File: src/rtl/keypad_entry_if.sv
// Keypad pin and entry-result bundle shared by keypad_entry and its environment.
// Value_valid is a one-cycle strobe with no back-pressure: a consumer must capture Value_out in that cycle.
interface keypad_entry_if;
    logic [3:0] Col_in;
    logic [3:0] Row_out;
    logic [7:0] Acc_out;
    logic [1:0] Digit_count;
    logic [7:0] Value_out;
    logic       Value_valid;
    logic       Entry_error;
    logic [1:0] dbg_state;

    modport master (
        output Col_in,
        input  Row_out, Acc_out, Digit_count, Value_out, Value_valid, Entry_error, dbg_state
    );

    modport slave (
        input  Col_in,
        output Row_out, Acc_out, Digit_count, Value_out, Value_valid, Entry_error, dbg_state
    );
endinterface

File: src/rtl/keypad_entry.sv
// 4x4 matrix keypad scanner with press/release debounce and a 3-digit decimal entry (0-255).
// Decoded keys update the entry one cycle after the scanner accepts them.
module keypad_entry #(
    parameter int SCAN_DIV     = 1000,
    parameter int DEBOUNCE_CNT = 20000
) (
    input  logic          Clk,
    input  logic          Rst,
    keypad_entry_if.slave kp
);
    localparam int SW = (SCAN_DIV > 2) ? $clog2(SCAN_DIV) : 1;
    localparam int DW = (DEBOUNCE_CNT > 2) ? $clog2(DEBOUNCE_CNT) : 1;
    localparam logic [SW-1:0] SCAN_LAST = SW'(SCAN_DIV - 1);
    localparam logic [DW-1:0] DB_LAST   = DW'(DEBOUNCE_CNT - 1);

    typedef enum logic [1:0] {
        SCAN       = 2'd0,
        PRESS_DB   = 2'd1,
        HELD       = 2'd2,
        RELEASE_DB = 2'd3
    } state_t;

    typedef enum logic [1:0] {
        K_DIGIT = 2'd0,
        K_STAR  = 2'd1,
        K_HASH  = 2'd2,
        K_NONE  = 2'd3
    } kind_t;

    state_t          state_q;
    logic [3:0]      col_s1_q;
    logic [3:0]      col_s2_q;
    logic [1:0]      row_q;
    logic [3:0]      row_out_q;
    logic [SW-1:0]   scan_cnt_q;
    logic [DW-1:0]   db_cnt_q;
    logic [1:0]      col_q;
    logic            key_accept_q;
    logic [3:0]      key_q;

    logic [7:0]      acc_q, acc_d;
    logic [1:0]      cnt_q, cnt_d;
    logic [7:0]      value_q, value_d;
    logic            valid_q, valid_d;
    logic            err_q, err_d;

    kind_t           key_kind;
    logic [3:0]      key_digit;
    logic [9:0]      prod;

    function automatic logic [3:0] row_drive(input logic [1:0] r);
        return ~(4'b0001 << r);
    endfunction

    // Priority to column 0 so simultaneous presses on one row resolve deterministically.
    function automatic logic [1:0] first_low(input logic [3:0] c);
        if (!c[0])      return 2'd0;
        else if (!c[1]) return 2'd1;
        else if (!c[2]) return 2'd2;
        else            return 2'd3;
    endfunction

    always_ff @(posedge Clk) begin
        if (Rst) begin
            state_q      <= SCAN;
            col_s1_q     <= 4'b1111;
            col_s2_q     <= 4'b1111;
            row_q        <= 2'd0;
            row_out_q    <= 4'b1110;
            scan_cnt_q   <= '0;
            db_cnt_q     <= '0;
            col_q        <= 2'd0;
            key_accept_q <= 1'b0;
            key_q        <= 4'd0;
        end else begin
            col_s1_q     <= kp.Col_in;
            col_s2_q     <= col_s1_q;
            key_accept_q <= 1'b0;
            case (state_q)
                SCAN: begin
                    if (scan_cnt_q == SCAN_LAST) begin
                        scan_cnt_q <= '0;
                        if (col_s2_q != 4'b1111) begin
                            col_q    <= first_low(col_s2_q);
                            db_cnt_q <= '0;
                            state_q  <= PRESS_DB;
                        end else begin
                            row_q     <= row_q + 2'd1;
                            row_out_q <= row_drive(row_q + 2'd1);
                        end
                    end else begin
                        scan_cnt_q <= scan_cnt_q + 1'b1;
                    end
                end
                PRESS_DB: begin
                    if (col_s2_q[col_q]) begin
                        state_q    <= SCAN;
                        scan_cnt_q <= '0;
                        db_cnt_q   <= '0;
                        row_q      <= row_q + 2'd1;
                        row_out_q  <= row_drive(row_q + 2'd1);
                    end else if (db_cnt_q == DB_LAST) begin
                        key_accept_q <= 1'b1;
                        key_q        <= {row_q, col_q};
                        db_cnt_q     <= '0;
                        state_q      <= HELD;
                    end else begin
                        db_cnt_q <= db_cnt_q + 1'b1;
                    end
                end
                HELD: begin
                    if (col_s2_q == 4'b1111) begin
                        db_cnt_q <= '0;
                        state_q  <= RELEASE_DB;
                    end
                end
                RELEASE_DB: begin
                    if (col_s2_q != 4'b1111) begin
                        db_cnt_q <= '0;
                    end else if (db_cnt_q == DB_LAST) begin
                        state_q    <= SCAN;
                        scan_cnt_q <= '0;
                        db_cnt_q   <= '0;
                        row_q      <= row_q + 2'd1;
                        row_out_q  <= row_drive(row_q + 2'd1);
                    end else begin
                        db_cnt_q <= db_cnt_q + 1'b1;
                    end
                end
                default: state_q <= SCAN;
            endcase
        end
    end

    // Key index is {row, column}; layout 1 2 3 A / 4 5 6 B / 7 8 9 C / * 0 # D.
    always_comb begin
        key_kind  = K_NONE;
        key_digit = 4'd0;
        case (key_q)
            4'd0:    begin key_kind = K_DIGIT; key_digit = 4'd1; end
            4'd1:    begin key_kind = K_DIGIT; key_digit = 4'd2; end
            4'd2:    begin key_kind = K_DIGIT; key_digit = 4'd3; end
            4'd4:    begin key_kind = K_DIGIT; key_digit = 4'd4; end
            4'd5:    begin key_kind = K_DIGIT; key_digit = 4'd5; end
            4'd6:    begin key_kind = K_DIGIT; key_digit = 4'd6; end
            4'd8:    begin key_kind = K_DIGIT; key_digit = 4'd7; end
            4'd9:    begin key_kind = K_DIGIT; key_digit = 4'd8; end
            4'd10:   begin key_kind = K_DIGIT; key_digit = 4'd9; end
            4'd12:   key_kind = K_STAR;
            4'd13:   begin key_kind = K_DIGIT; key_digit = 4'd0; end
            4'd14:   key_kind = K_HASH;
            default: key_kind = K_NONE;
        endcase
    end

    // With at most two digits held the accumulator is <= 99, so 10 bits never wrap.
    assign prod = 10'(acc_q) * 10'd10 + 10'(key_digit);

    always_comb begin
        acc_d   = acc_q;
        cnt_d   = cnt_q;
        value_d = value_q;
        valid_d = 1'b0;
        err_d   = err_q;
        if (key_accept_q) begin
            case (key_kind)
                K_DIGIT: begin
                    if (cnt_q == 2'd3 || prod > 10'd255) begin
                        err_d = 1'b1;
                    end else begin
                        acc_d = prod[7:0];
                        cnt_d = cnt_q + 2'd1;
                    end
                end
                K_HASH: begin
                    if (cnt_q != 2'd0) begin
                        value_d = acc_q;
                        valid_d = 1'b1;
                        acc_d   = 8'd0;
                        cnt_d   = 2'd0;
                        err_d   = 1'b0;
                    end
                end
                K_STAR: begin
                    acc_d = 8'd0;
                    cnt_d = 2'd0;
                    err_d = 1'b0;
                end
                default: ;
            endcase
        end
    end

    always_ff @(posedge Clk) begin
        if (Rst) begin
            acc_q   <= 8'd0;
            cnt_q   <= 2'd0;
            value_q <= 8'd0;
            valid_q <= 1'b0;
            err_q   <= 1'b0;
        end else begin
            acc_q   <= acc_d;
            cnt_q   <= cnt_d;
            value_q <= value_d;
            valid_q <= valid_d;
            err_q   <= err_d;
        end
    end

    assign kp.Row_out     = row_out_q;
    assign kp.Acc_out     = acc_q;
    assign kp.Digit_count = cnt_q;
    assign kp.Value_out   = value_q;
    assign kp.Value_valid = valid_q;
    assign kp.Entry_error = err_q;
    assign kp.dbg_state   = state_q;
endmodule

File: src/flat_wrapper.sv
// flat-port wrapper written by rule: the top's interface ports become plain ports
module keypad_entry_flat 
#(
    parameter int SCAN_DIV     = 1000,
    parameter int DEBOUNCE_CNT = 20000
)
  (Clk, Rst, kp_Col_in, kp_Row_out, kp_Acc_out, kp_Digit_count, kp_Value_out, kp_Value_valid, kp_Entry_error, kp_dbg_state);
  keypad_entry_if kp_i ();
  input  logic Clk;
  input  logic Rst;
  input wire logic [$bits(kp_i.Col_in)-1:0] kp_Col_in;
  output wire logic [$bits(kp_i.Row_out)-1:0] kp_Row_out;
  output wire logic [$bits(kp_i.Acc_out)-1:0] kp_Acc_out;
  output wire logic [$bits(kp_i.Digit_count)-1:0] kp_Digit_count;
  output wire logic [$bits(kp_i.Value_out)-1:0] kp_Value_out;
  output wire logic [$bits(kp_i.Value_valid)-1:0] kp_Value_valid;
  output wire logic [$bits(kp_i.Entry_error)-1:0] kp_Entry_error;
  output wire logic [$bits(kp_i.dbg_state)-1:0] kp_dbg_state;
  assign kp_i.Col_in = kp_Col_in;
  assign kp_Row_out = kp_i.Row_out;
  assign kp_Acc_out = kp_i.Acc_out;
  assign kp_Digit_count = kp_i.Digit_count;
  assign kp_Value_out = kp_i.Value_out;
  assign kp_Value_valid = kp_i.Value_valid;
  assign kp_Entry_error = kp_i.Entry_error;
  assign kp_dbg_state = kp_i.dbg_state;
  keypad_entry #(.SCAN_DIV(SCAN_DIV), .DEBOUNCE_CNT(DEBOUNCE_CNT)) u_core (.Clk(Clk), .Rst(Rst), .kp(kp_i));
endmodule
File: config.mk
export PLATFORM = sky130hd
export DESIGN_NAME = keypad_entry_flat
export DESIGN_NICKNAME = d
export VERILOG_FILES = /design/src/rtl/keypad_entry_if.sv /design/src/rtl/keypad_entry.sv /design/src/flat_wrapper.sv
export SDC_FILE = /design/constraint.sdc
export NUM_CORES = 1
export LEC_CHECK = 0
export CAP_MARGIN = 0
export CELL_PAD_IN_SITES_DETAIL_PLACEMENT = 1
export CELL_PAD_IN_SITES_GLOBAL_PLACEMENT = 1
export CORE_MARGIN = 2
export CORE_UTILIZATION = 44
export CTS_BUF_LIST = sky130_fd_sc_hd__clkbuf_4 sky130_fd_sc_hd__clkbuf_8 sky130_fd_sc_hd__clkbuf_16
export DETAILED_ROUTE_END_ITERATION = 8
export MAX_ROUTING_LAYER = met4
export PLACE_DENSITY = 0.78
export SLEW_MARGIN = 20
export SYNTH_ARGS = -nofsm -noshare
export SYNTH_HDL_FRONTEND = slang
export SYNTH_SLANG_ARGS = --single-unit
File: constraint.sdc
create_clock -name Clk -period 3.8 [get_ports Clk]
set_input_delay 1.14 -clock Clk [delete_from_list [all_inputs] [get_ports Clk]]
set_output_delay 1.14 -clock Clk [all_outputs]
set_load 0.1 [all_outputs]
==> results.ini <==
[global_route]
antenna_found_initial=0
met1_usage_pct=26.8
gr-usage-all-layers_pct=21.2
met3_usage_pct=3.35
grt_pass1_wl_mm=14.6
grt_overflow=0
grt-busiest-layer=met2
use_met2_pct=34.4
grt_pass1_vias=3080
grt_max_degree=41

[sta]
final-setup-viol-count=0
hold_viol=0
final.setup.worst_slack_ps=188
fin_crit_sh_pct=95.0
drv_slew=0
worst_pin_slew_ps=906
fin_crit_ps=3610
relSlewSlack_pct=39.1
max_freq_mhz=277
skew_ps=10.3

[outcome]
outcome=finished clean

[logic_synthesis]
netlist_area_um2=3610
async_flop_share_pct=0
synth.largest_area_cell=dfxtp_1
ys_seq_area_share_pct=37.7
postSynthCellCount=406
synth_seq_cells=68
synth_top_area_share_pct=37.7
ys_types=52
synthTopCellsByArea=dfxtp_1 (38%), ha_1 (8.0%), mux2i_1 (7.5%)
syn-mean-instance-area_um2=8.89
synth_nets=437
synth_edf_count=0
synth_warnings=0
synth_ff_type=dfxtp_1

[final_layout]
area_delta_synth_final_pct=14.8
stdcell_area_um2=4140
final_cells=540
final_cell_mix=dfxtp_1 (66), nor2_1 (51), mux2i_1 (27), buf_4 (27), nand2_1 (26)
final_util_pct=51.2
drive_above_1_share_pct=14.5
antennaDiodeCount=0
num-nets-final=461
fillers=971
layout_commonest_cell=dfxtp_1

[floorplanning]
rows=33
dieWidth_um=94.6
die-area_um2=8940
io_pins=32
core_um2=8090
initial_core_util_pct=44.6
die_h_um=94.6

[setup_path]
worst-path-max-fanout=10
cp_data_arrival_time_ps=3810
end_kind=register
worstSetupPathType=reg -> reg
crit_required_ps=4000
startpoint_type=register

[detailed_routing]
vias=2942
drtIter0Drc=100
first_pass_iters=4
vias_per_cell=5.45
post_drt_wl_per_cell_um=16.0
antenna_left=0
wl_mm=8.62
drc=0

[power]
p_leak_nw=1.72
ir_drop_uv=143
cellPowerDensity_nw_per_um2=347

[cts]
cts_tree=done
htreeDepth=3
clkLatencyLatePin_ps=350
clock-sinks=68
cts_max_path_buffers=2
cts.reportedPaths.clkPinSlew_ps=80
root_buffer=clkbuf_8
cts_buffers=9

[placed_design]
gp_routability_congestion=0.766
hpwl_mm=5.94
place_area_um2=3920
pre_cts_slack_ps=209
port_buffers=31
placedCellCount=524

[run]
maxCapViolCount=0

[worst_hold_path]
hold_path.class=reg -> reg

worst paths after layout:
kind                            slack [ps]                                    end  cells past startpoint                         startpoint
worst max-delay path                   190  u_core.kp.Digit_count[1]$_SDFFE_PP0P_                     11  u_core.kp.Acc_out[1]$_SDFFE_PP0P_
worst min-delay path                   420          u_core.col_s2_q[3]$_SDFF_PP1_                      1      u_core.col_s1_q[3]$_SDFF_PP1_
worst max register to register         190  u_core.kp.Digit_count[1]$_SDFFE_PP0P_                     11  u_core.kp.Acc_out[1]$_SDFFE_PP0P_
worst min register to register         420          u_core.col_s2_q[3]$_SDFF_PP1_                      1      u_core.col_s1_q[3]$_SDFF_PP1_
repair_timing:
action | in CTS | in global routing
hold buffers | 0 | 0
resized for setup | 0 | 1
endpoints found under the setup margin | 0 | 10
hold endpoints to repair | 0 | 0
buffers inserted | 0 | 0
power by group:
group	internal [mW]	switching (mW)	leakage [nW]
clock	0.373	0.305	0.106
combinational	0.0153	0.0216	1.07
sequential	0.719	0.00429	0.551
total	1.11	0.331	1.72
routing by layer:
metal	wire length, um	share of wire [%]
met5	0	0
met1	4180	49
met4	93	1.1
met2	4120	48
met3	218	2.5
flip-flops by register name (all words and copies together) (netlist names), named ones only:
register,flops
u_core.kp.dbg_state,1
u_core.kp.Entry_error,1
u_core.kp.Acc_out,8
u_core.col_s2_q,4
u_core.kp.Digit_count,2
u_core.kp.Value_out,8
u_core.scan_cnt_q,10
u_core.db_cnt_q,15
u_core.col_q,2
u_core.row_q,2
u_core.kp.Row_out,4
u_core.kp.Value_valid,1
u_core.key_q,4
u_core.col_s1_q,4
u_core.key_accept_q,1
stage by stage:
| step | hold WS [ps] | power [mW] | TNS [ps] |
|---|---|---|---|
| 6_report | 417 | 1.44 | 0 |
| 3_5_place_dp | 398 | 0.776 | 0 |
| 3_3_place_gp | 391 | 0.774 | 0 |
| 5_1_grt | 445 | 1.49 | -289 |
| 4_1_cts | 420 | 1.45 | 0 |
| 2_1_floorplan | 389 | 0.764 | 0 |
worst max-delay path, cell delays in order (launching register included):
cell       delay, ps
dfxtp_2          370
ha_1             310
ha_1             220
inv_1             80
fa_1             460
nand3b_1         180
o21ai_0          320
nor2b_1          240
nand4_1          150
a2111oi_1        660
nor2_2           300
mux2i_1          180
Yosys cell counts (2+ instances only):
master / number
dfxtp_1: 68
nor2_1: 51
mux2i_1: 27
nand2_1: 26
ha_1: 23
a21oi_1: 18
nand3_1: 18
clkbuf_1: 17
nand2b_1: 15
xor2_1: 13
inv_1: 12
o21ai_0: 12
a311oi_1: 10
and3_1: 10
or2_2: 9
xnor2_1: 7
a21o_1: 5
nor3_1: 5
nand3b_1: 4
nand4_1: 4
nor2b_1: 4
or3_1: 4
a211o_1: 3
a211oi_1: 3
a41oi_1: 3
and2_1: 3
a2111oi_0: 2
fa_1: 2
mux2_2: 2
o21ai_1: 2
o21bai_1: 2
o41ai_1: 2
logic make-up after synthesis:
logic type | share of synthesized area, %
adders and majority gates | 9.08
AOI/OAI and AO/OA | 13.9
DFF | 37.7
muxes | 8.11
and+or+nand+nor | 23.1
buffers and inverters | 3.26
xor gates and xnor gates | 4.85
final cells by class:
class | instances | area (um2) | share of cell area, %
clock inverter | 7 | 101 | 2.45
tap | 105 | 131 | 3.17
clock buffer | 9 | 124 | 2.99
inverter | 12 | 45.0 | 1.09
sequential | 68 | 1360 | 32.9
multi-input combinational | 307 | 2130 | 51.4
timing repair buffer | 32 | 248 | 5.98
Note: power is estimated with default switching activity, not from simulation.
